## config.mk

```make
export PLATFORM = sky130hd
export DESIGN_NAME = pio_cpl_scheduler
export DESIGN_NICKNAME = d
export VERILOG_FILES = /design/src/rtl/pio_cpl_scheduler.sv
export SDC_FILE = /design/constraint.sdc
export NUM_CORES = 1
export LEC_CHECK = 0
export ABC_AREA = 0
export BUFFER_PORTS_ARGS = -buffer_cell sky130_fd_sc_hd__buf_2
export CORE_MARGIN = 4
export CORE_UTILIZATION = 46
export DETAILED_ROUTE_END_ITERATION = 6
export PLACE_DENSITY = 0.63
export SKIP_CTS_REPAIR_TIMING = 1
export SKIP_LAST_GASP = 1
export SYNTH_ARGS = -nofsm -noshare
export SYNTH_HDL_FRONTEND = slang
export SYNTH_SLANG_ARGS = --single-unit
```

## constraint.sdc

```tcl
create_clock -name pcie_clk -period 3.3 [get_ports pcie_clk]
set_clock_uncertainty 0.05 [all_clocks]
set_input_delay 0.33 -clock pcie_clk [delete_from_list [all_inputs] [get_ports pcie_clk]]
set_output_delay 0.33 -clock pcie_clk [all_outputs]
set_load 0.01 [all_outputs]
```

## src/rtl/pio_cpl_scheduler.sv

```systemverilog
`default_nettype none
// ============================================================================
// Module   : pio_cpl_scheduler
// Brief    : Pairs BAR0/BAR1 read descriptors with returned read data and
//            presents completions to the PIO TX engine, round-robin arbitrated.
// Revision : 1.0 - initial release
// ============================================================================
module pio_cpl_scheduler #(
    parameter int FIFO_DEPTH = 4
) (
    input  logic        pcie_clk,
    input  logic        pcie_rst_n,

    input  logic        bar0_rd,
    input  logic [2:0]  bar0_req_tc,
    input  logic [2:0]  bar0_req_attr,
    input  logic [10:0] bar0_req_len,
    input  logic [15:0] bar0_req_rid,
    input  logic [7:0]  bar0_req_tag,
    input  logic [7:0]  bar0_req_be,
    input  logic [15:0] bar0_req_addr,
    input  logic [1:0]  bar0_req_at,
    input  logic        bar0_rd_valid,
    input  logic [31:0] bar0_rd_data,
    output logic        bar0_full,

    input  logic        bar1_rd,
    input  logic [2:0]  bar1_req_tc,
    input  logic [2:0]  bar1_req_attr,
    input  logic [10:0] bar1_req_len,
    input  logic [15:0] bar1_req_rid,
    input  logic [7:0]  bar1_req_tag,
    input  logic [7:0]  bar1_req_be,
    input  logic [15:0] bar1_req_addr,
    input  logic [1:0]  bar1_req_at,
    input  logic        bar1_rd_valid,
    input  logic [31:0] bar1_rd_data,
    output logic        bar1_full,

    output logic        cpl_valid,
    input  logic        cpl_ready,
    output logic        cpl_bar,
    output logic [2:0]  cpl_tc,
    output logic [2:0]  cpl_attr,
    output logic [10:0] cpl_len,
    output logic [15:0] cpl_rid,
    output logic [7:0]  cpl_tag,
    output logic [7:0]  cpl_be,
    output logic [15:0] cpl_addr,
    output logic [1:0]  cpl_at,
    output logic [31:0] cpl_data,

    output logic [1:0]  err_ovf,
    output logic [1:0]  err_orphan
);

    localparam int c_AW = $clog2(FIFO_DEPTH);
    localparam int c_CW = c_AW + 1;
    localparam int c_DW = 67;
    localparam logic [c_CW-1:0] c_FULL = c_CW'(FIFO_DEPTH);

    typedef enum logic [0:0] {
        S_IDLE = 1'b0,
        S_SEND = 1'b1
    } state_t;

    logic [1:0]      w_rd;
    logic [1:0]      w_rd_valid;
    logic [c_DW-1:0] w_desc_in   [2];
    logic [31:0]     w_data_in   [2];
    logic [c_DW-1:0] w_desc_head [2];
    logic [31:0]     w_data_head [2];
    logic [1:0]      w_ready;
    logic [1:0]      w_pop;
    logic [1:0]      w_full;
    logic [1:0]      w_ovf;
    logic [1:0]      w_orphan;
    logic            w_go;
    logic            w_grant;

    assign w_rd       = {bar1_rd, bar0_rd};
    assign w_rd_valid = {bar1_rd_valid, bar0_rd_valid};
    assign w_desc_in[0] = {bar0_req_tc, bar0_req_attr, bar0_req_len, bar0_req_rid,
                           bar0_req_tag, bar0_req_be, bar0_req_addr, bar0_req_at};
    assign w_desc_in[1] = {bar1_req_tc, bar1_req_attr, bar1_req_len, bar1_req_rid,
                           bar1_req_tag, bar1_req_be, bar1_req_addr, bar1_req_at};
    assign w_data_in[0] = bar0_rd_data;
    assign w_data_in[1] = bar1_rd_data;

    for (genvar i = 0; i < 2; i++) begin : g_bar
        logic [c_DW-1:0] r_dmem [FIFO_DEPTH];
        logic [31:0]     r_xmem [FIFO_DEPTH];
        logic [c_AW-1:0] r_dwp, r_drp, r_xwp, r_xrp;
        logic [c_CW-1:0] r_dcnt, r_xcnt, r_pend;
        logic            r_full, r_ovf, r_orphan;
        logic            w_dpush, w_xpush;
        logic [c_CW-1:0] w_dcnt_nxt;

        // Full is sampled before this edge's pop, so a pop never makes room for a same-cycle push.
        assign w_dpush    = w_rd[i] & ~r_full;
        assign w_xpush    = w_rd_valid[i] & (r_pend != '0);
        assign w_dcnt_nxt = r_dcnt + c_CW'(w_dpush) - c_CW'(w_pop[i]);

        always_ff @(posedge pcie_clk) begin
            if (w_dpush) r_dmem[r_dwp] <= w_desc_in[i];
            if (w_xpush) r_xmem[r_xwp] <= w_data_in[i];
        end

        always_ff @(posedge pcie_clk or negedge pcie_rst_n) begin
            if (!pcie_rst_n) begin
                r_dwp    <= '0;
                r_drp    <= '0;
                r_xwp    <= '0;
                r_xrp    <= '0;
                r_dcnt   <= '0;
                r_xcnt   <= '0;
                r_pend   <= '0;
                r_full   <= 1'b0;
                r_ovf    <= 1'b0;
                r_orphan <= 1'b0;
            end else begin
                if (w_dpush) r_dwp <= r_dwp + 1'b1;
                if (w_xpush) r_xwp <= r_xwp + 1'b1;
                if (w_pop[i]) begin
                    r_drp <= r_drp + 1'b1;
                    r_xrp <= r_xrp + 1'b1;
                end
                r_dcnt <= w_dcnt_nxt;
                r_full <= (w_dcnt_nxt == c_FULL);
                r_xcnt <= r_xcnt + c_CW'(w_xpush) - c_CW'(w_pop[i]);
                r_pend <= r_pend + c_CW'(w_dpush) - c_CW'(w_xpush);
                if (w_rd[i] && r_full)             r_ovf    <= 1'b1;
                if (w_rd_valid[i] && r_pend == '0) r_orphan <= 1'b1;
            end
        end

        assign w_desc_head[i] = r_dmem[r_drp];
        assign w_data_head[i] = r_xmem[r_xrp];
        assign w_ready[i]     = (r_xcnt != '0);
        assign w_full[i]      = r_full;
        assign w_ovf[i]       = r_ovf;
        assign w_orphan[i]    = r_orphan;
    end

    state_t          r_state;
    logic            r_last;
    logic            r_cpl_valid;
    logic            r_cpl_bar;
    logic [c_DW-1:0] r_cpl_desc;
    logic [31:0]     r_cpl_data;

    always_comb begin
        w_grant = (w_ready == 2'b11) ? ~r_last : w_ready[1];
        w_go    = (r_state == S_IDLE) && (w_ready != 2'b00);
        w_pop   = w_go ? (w_grant ? 2'b10 : 2'b01) : 2'b00;
    end

    always_ff @(posedge pcie_clk or negedge pcie_rst_n) begin
        if (!pcie_rst_n) begin
            r_state     <= S_IDLE;
            r_last      <= 1'b1;
            r_cpl_valid <= 1'b0;
            r_cpl_bar   <= 1'b0;
            r_cpl_desc  <= '0;
            r_cpl_data  <= '0;
        end else begin
            case (r_state)
                S_IDLE: begin
                    if (w_go) begin
                        r_cpl_desc  <= w_desc_head[w_grant];
                        r_cpl_data  <= w_data_head[w_grant];
                        r_cpl_bar   <= w_grant;
                        r_last      <= w_grant;
                        r_cpl_valid <= 1'b1;
                        r_state     <= S_SEND;
                    end
                end
                S_SEND: begin
                    if (cpl_ready) begin
                        r_cpl_valid <= 1'b0;
                        r_state     <= S_IDLE;
                    end
                end
                default: r_state <= S_IDLE;
            endcase
        end
    end

    assign cpl_valid = r_cpl_valid;
    assign cpl_bar   = r_cpl_bar;
    assign {cpl_tc, cpl_attr, cpl_len, cpl_rid, cpl_tag, cpl_be, cpl_addr, cpl_at} = r_cpl_desc;
    assign cpl_data  = r_cpl_data;
    assign bar0_full  = w_full[0];
    assign bar1_full  = w_full[1];
    assign err_ovf    = w_ovf;
    assign err_orphan = w_orphan;

endmodule
`default_nettype wire

```

==> metrics.md <==
| Metric | Value |
|---|---|
| Cell mode on critical path | xnor2_1 |
| Post-DR vias/cell | 5.64 |
| Crit Path Max Fanout | 19 |
| Final setup viols | 0 |
| Grt total ovfl | 0 |
| Worst path slowest cell | or3_1 |
| Buf+Inv Stages, Crit Path | 0 |
| Setup TNS | 0 ns |
| First-pass GRT wire length | 124,000 um |
| Post-synth EDFFs | 792 |
| Clock Tree Buf Depth | 3 |
| Sum of net half-perimeters after detailed placement | 50,800 um |
| Min Clock Period, post-route | 2.78 ns |
| Slew headroom | 34.7% |
| Leakage | 0.0155 uW |
| Gpl congestion | 0.754 |
| Peak VDD IR | 0.540 mV |
| Pwr Density | 884 mW/mm^2 |
| Post-synthesis cell count | 1,585 |
| Clock Tree Root | clkbuf_16 |
| Final ANT Viol Nets | 0 |
| Initial DRC count | 1,582 |
| DR vias | 18,400 |
| Hold Path Class | input pin to async pin |
| Top post-synthesis cells by area | edfxtp_1, mux4_2, dfrtp_1, a221o_1, and4_1 |
| CTS clk-pin slew, worst paths | 0.06 ns |
| Core Area | 0.0761 mm^2 |
| Routed wire length | 84,300 um |
| WS Path Type | register to register |
| CP Launch Type | register |
| Final instance area | 0.0437 mm^2 |
| Worst Path Required | 3.79 ns |
| Die Ht | 285 um |
| Placed Instance Area | 0.0383 mm^2 |
| Cell family with most CP delay | simple AND/OR/NAND/NOR gates |
| Area grow syn2layout | 23.6% |
| Final Max Slew Viols | 0 |
| Synthesized area per cell | 22.3 um^2 |
| IO Pins | 312 |
| Worst setup EP type | register |
| GR Util All Layers | 20.6% |
| Top-count cell post-synth | edfxtp_1 |
| Unique masters post-synth | 33 |
| Post-synthesis sequential area ratio | 77.4% |
| Fin crit share | 84.4% |
| FMAX | 359 MHz |
| Ys flop type | edfxtp_1 |
| Layout cells sized above 1 | 33.3% |
| CTS tree | yes |
| Yosys top cell area share | 67.3% |
| Largest net degree at the start of global routing | 81 |
| CTS sink count | 935 |
| Synth area leader | edfxtp_1 |
| Final hold vios | 0 |
| Post-synth top cells | edfxtp_1, mux4_2, dfrtp_1 |
| Worst-path cell chain | or3_1, o211a_4, xnor2_1, ha_1, fa_1, xor2_1, xnor2_1, nor3b_1 |
| DRT Pass-1 Iters | 5 |
| Arr. time, crit path | 3.27 ns |
| DRC | 0 |
| Unrepaired setup endpoints after global routing | no |
| Die Wd | 285 um |
| Crit-path max cell delay | 0.53 ns |
| IO Port Bufs | 311 |
| Maxcap violations | 0 |
| Synth Warn # | 0 |
| Post-Syn Area | 0.0353 mm^2 |
| Slew at the pin with the worst max-slew slack | 0.979 ns |
| H-tree Lvls | 3 |
| Worst-skew pair later-pin latency | 0.64 ns |
| DR WL/cell | 25.9 um |
| Initial core utilization | 46.5% |
| Die area | 0.0813 mm^2 |
| Num rows | 101 |
| Status | finished clean |
| Vias in the first global route | 18,400 |
| FFs w/ async S/R, synth | 15.3% |
| Post-Syn Nets | 1,820 |
| CTS buffer count | 95 |
| Flops & latches, synth | 935 |
| Fin nets | 2,366 |
| Antenna violations before repair | 13 |
## path summary, 6_finish.rpt
check | depth (start not counted) | endpoint | startpoint | slack (ns)
min in group pcie_clk | 2 | g_bar[0].r_dmem[3][38] | bar0_req_rid[4] | 0.39
min reg2reg | 1 | g_bar[0].r_orphan | g_bar[0].r_orphan | 0.41
max | 8 | bar0_full | g_bar[0].r_xcnt[1] | 0.52
max in group asynchronous | 3 | r_cpl_desc[14] | pcie_rst_n | 1.96
min | 2 | cpl_data[6] | pcie_rst_n | 0.28
max reg2reg | 8 | bar0_full | g_bar[0].r_xcnt[1] | 0.52
## logic make-up (layout without fill, tap and decap cells)
kind of cell               after synthesis  count (layout)  synth area share, %
adders and majority gates               30              30                 1.19
and+or+nand+nor                        139             139                 3.11
AOI/OAI and AO/OA                      114             114                 3.09
buffers and inverters                  139             764                 1.83
muxes                                  200             200                 12.7
other                                    0              14                    0
DFF                                    935             935                 77.4
xor gates and xnor gates                28              28                0.694
## worst register-to-register path: cells and delay by family, from the launching register on
family          cells  cell delay [ns]
simple gates        2             0.76
fa+ha+maj           2             0.61
xor+xnor            3             0.52
flops               1             0.46
compound gates      1             0.29
## state kept, by name (all words and copies together), names as in the netlist, 2 cells and up
signal / flops
g_bar.r_dmem: 536
g_bar.r_xmem: 256
r_cpl_desc: 67
cpl_data: 32
g_bar.r_dcnt: 6
g_bar.r_pend: 6
g_bar.r_xcnt: 6
g_bar.r_drp: 4
g_bar.r_dwp: 4
g_bar.r_xrp: 4
g_bar.r_xwp: 4
g_bar.r_orphan: 2
g_bar.r_ovf: 2
## per-layer routing
layer	routed length [um]	share of wire, %	global-route usage (%)
met5	27	0.032	0
met2	42500	50	34.4
met3	5620	6.7	6.31
met4	2000	2.4	5.78
met1	34100	40	26.4
## final cells by class
class | count | area, um^2
repair buffers | 563 | 4180
fillers | 5698 | 32400
diodes | 14 | 35.0
clock inverters | 44 | 613
multi-input cells | 511 | 7400
flip-flops and latches | 935 | 27400
inverters | 25 | 96.3
clock buffers | 132 | 2690
well taps | 1030 | 1290
## metrics by stage
step	utilization (%)	hold WS [ns]	total power, uW	setup slack, ns	std cells
3_5_place_dp	50.4	0.397	27700	0.523	2860
5_1_grt	57.4	0.314	40400	0.345	3246
2_1_floorplan	-	-0.0156	23700	0.462	1585
4_1_cts	54.7	-0.295	38900	0.484	3036
3_3_place_gp	50.4	0.388	27400	0.542	2860
6_report	57.4	0.282	38600	0.515	3254
## power by group
| group | switching [uW] | total [uW] | internal (uW) |
|---|---|---|---|
| logic | 5550 | 10400 | 4850 |
| registers | 1270 | 17000 | 15800 |
| clock network | 4420 | 11100 | 6720 |
## cells in the final DEF, fill, tap and decap left out, types with 3 or more instances in the layout
cell and instances:
and2_4 8, buf_4 31, edfxtp_1 792, a21oi_1 4, clkbuf_1 20, clkinv_2 21, and4_1 99, fa_1 6
buf_12 17, xnor2_1 23, clkinv_1 3, nor3_1 5, nor2b_1 5, bufinv_16 13, clkbuf_8 18, inv_1 24
clkbuf_16 95, ha_1 24, a21o_1 4, and2_2 4, diode_2 14, dlygate4sd3_1 204, xor2_1 5, nand2_1 4
and2_1 4, dfrtp_4 4, dfrtp_1 136, a221o_1 99, mux4_2 198, buf_2 310
No activity file was read; power rests on OpenSTA's default activity.
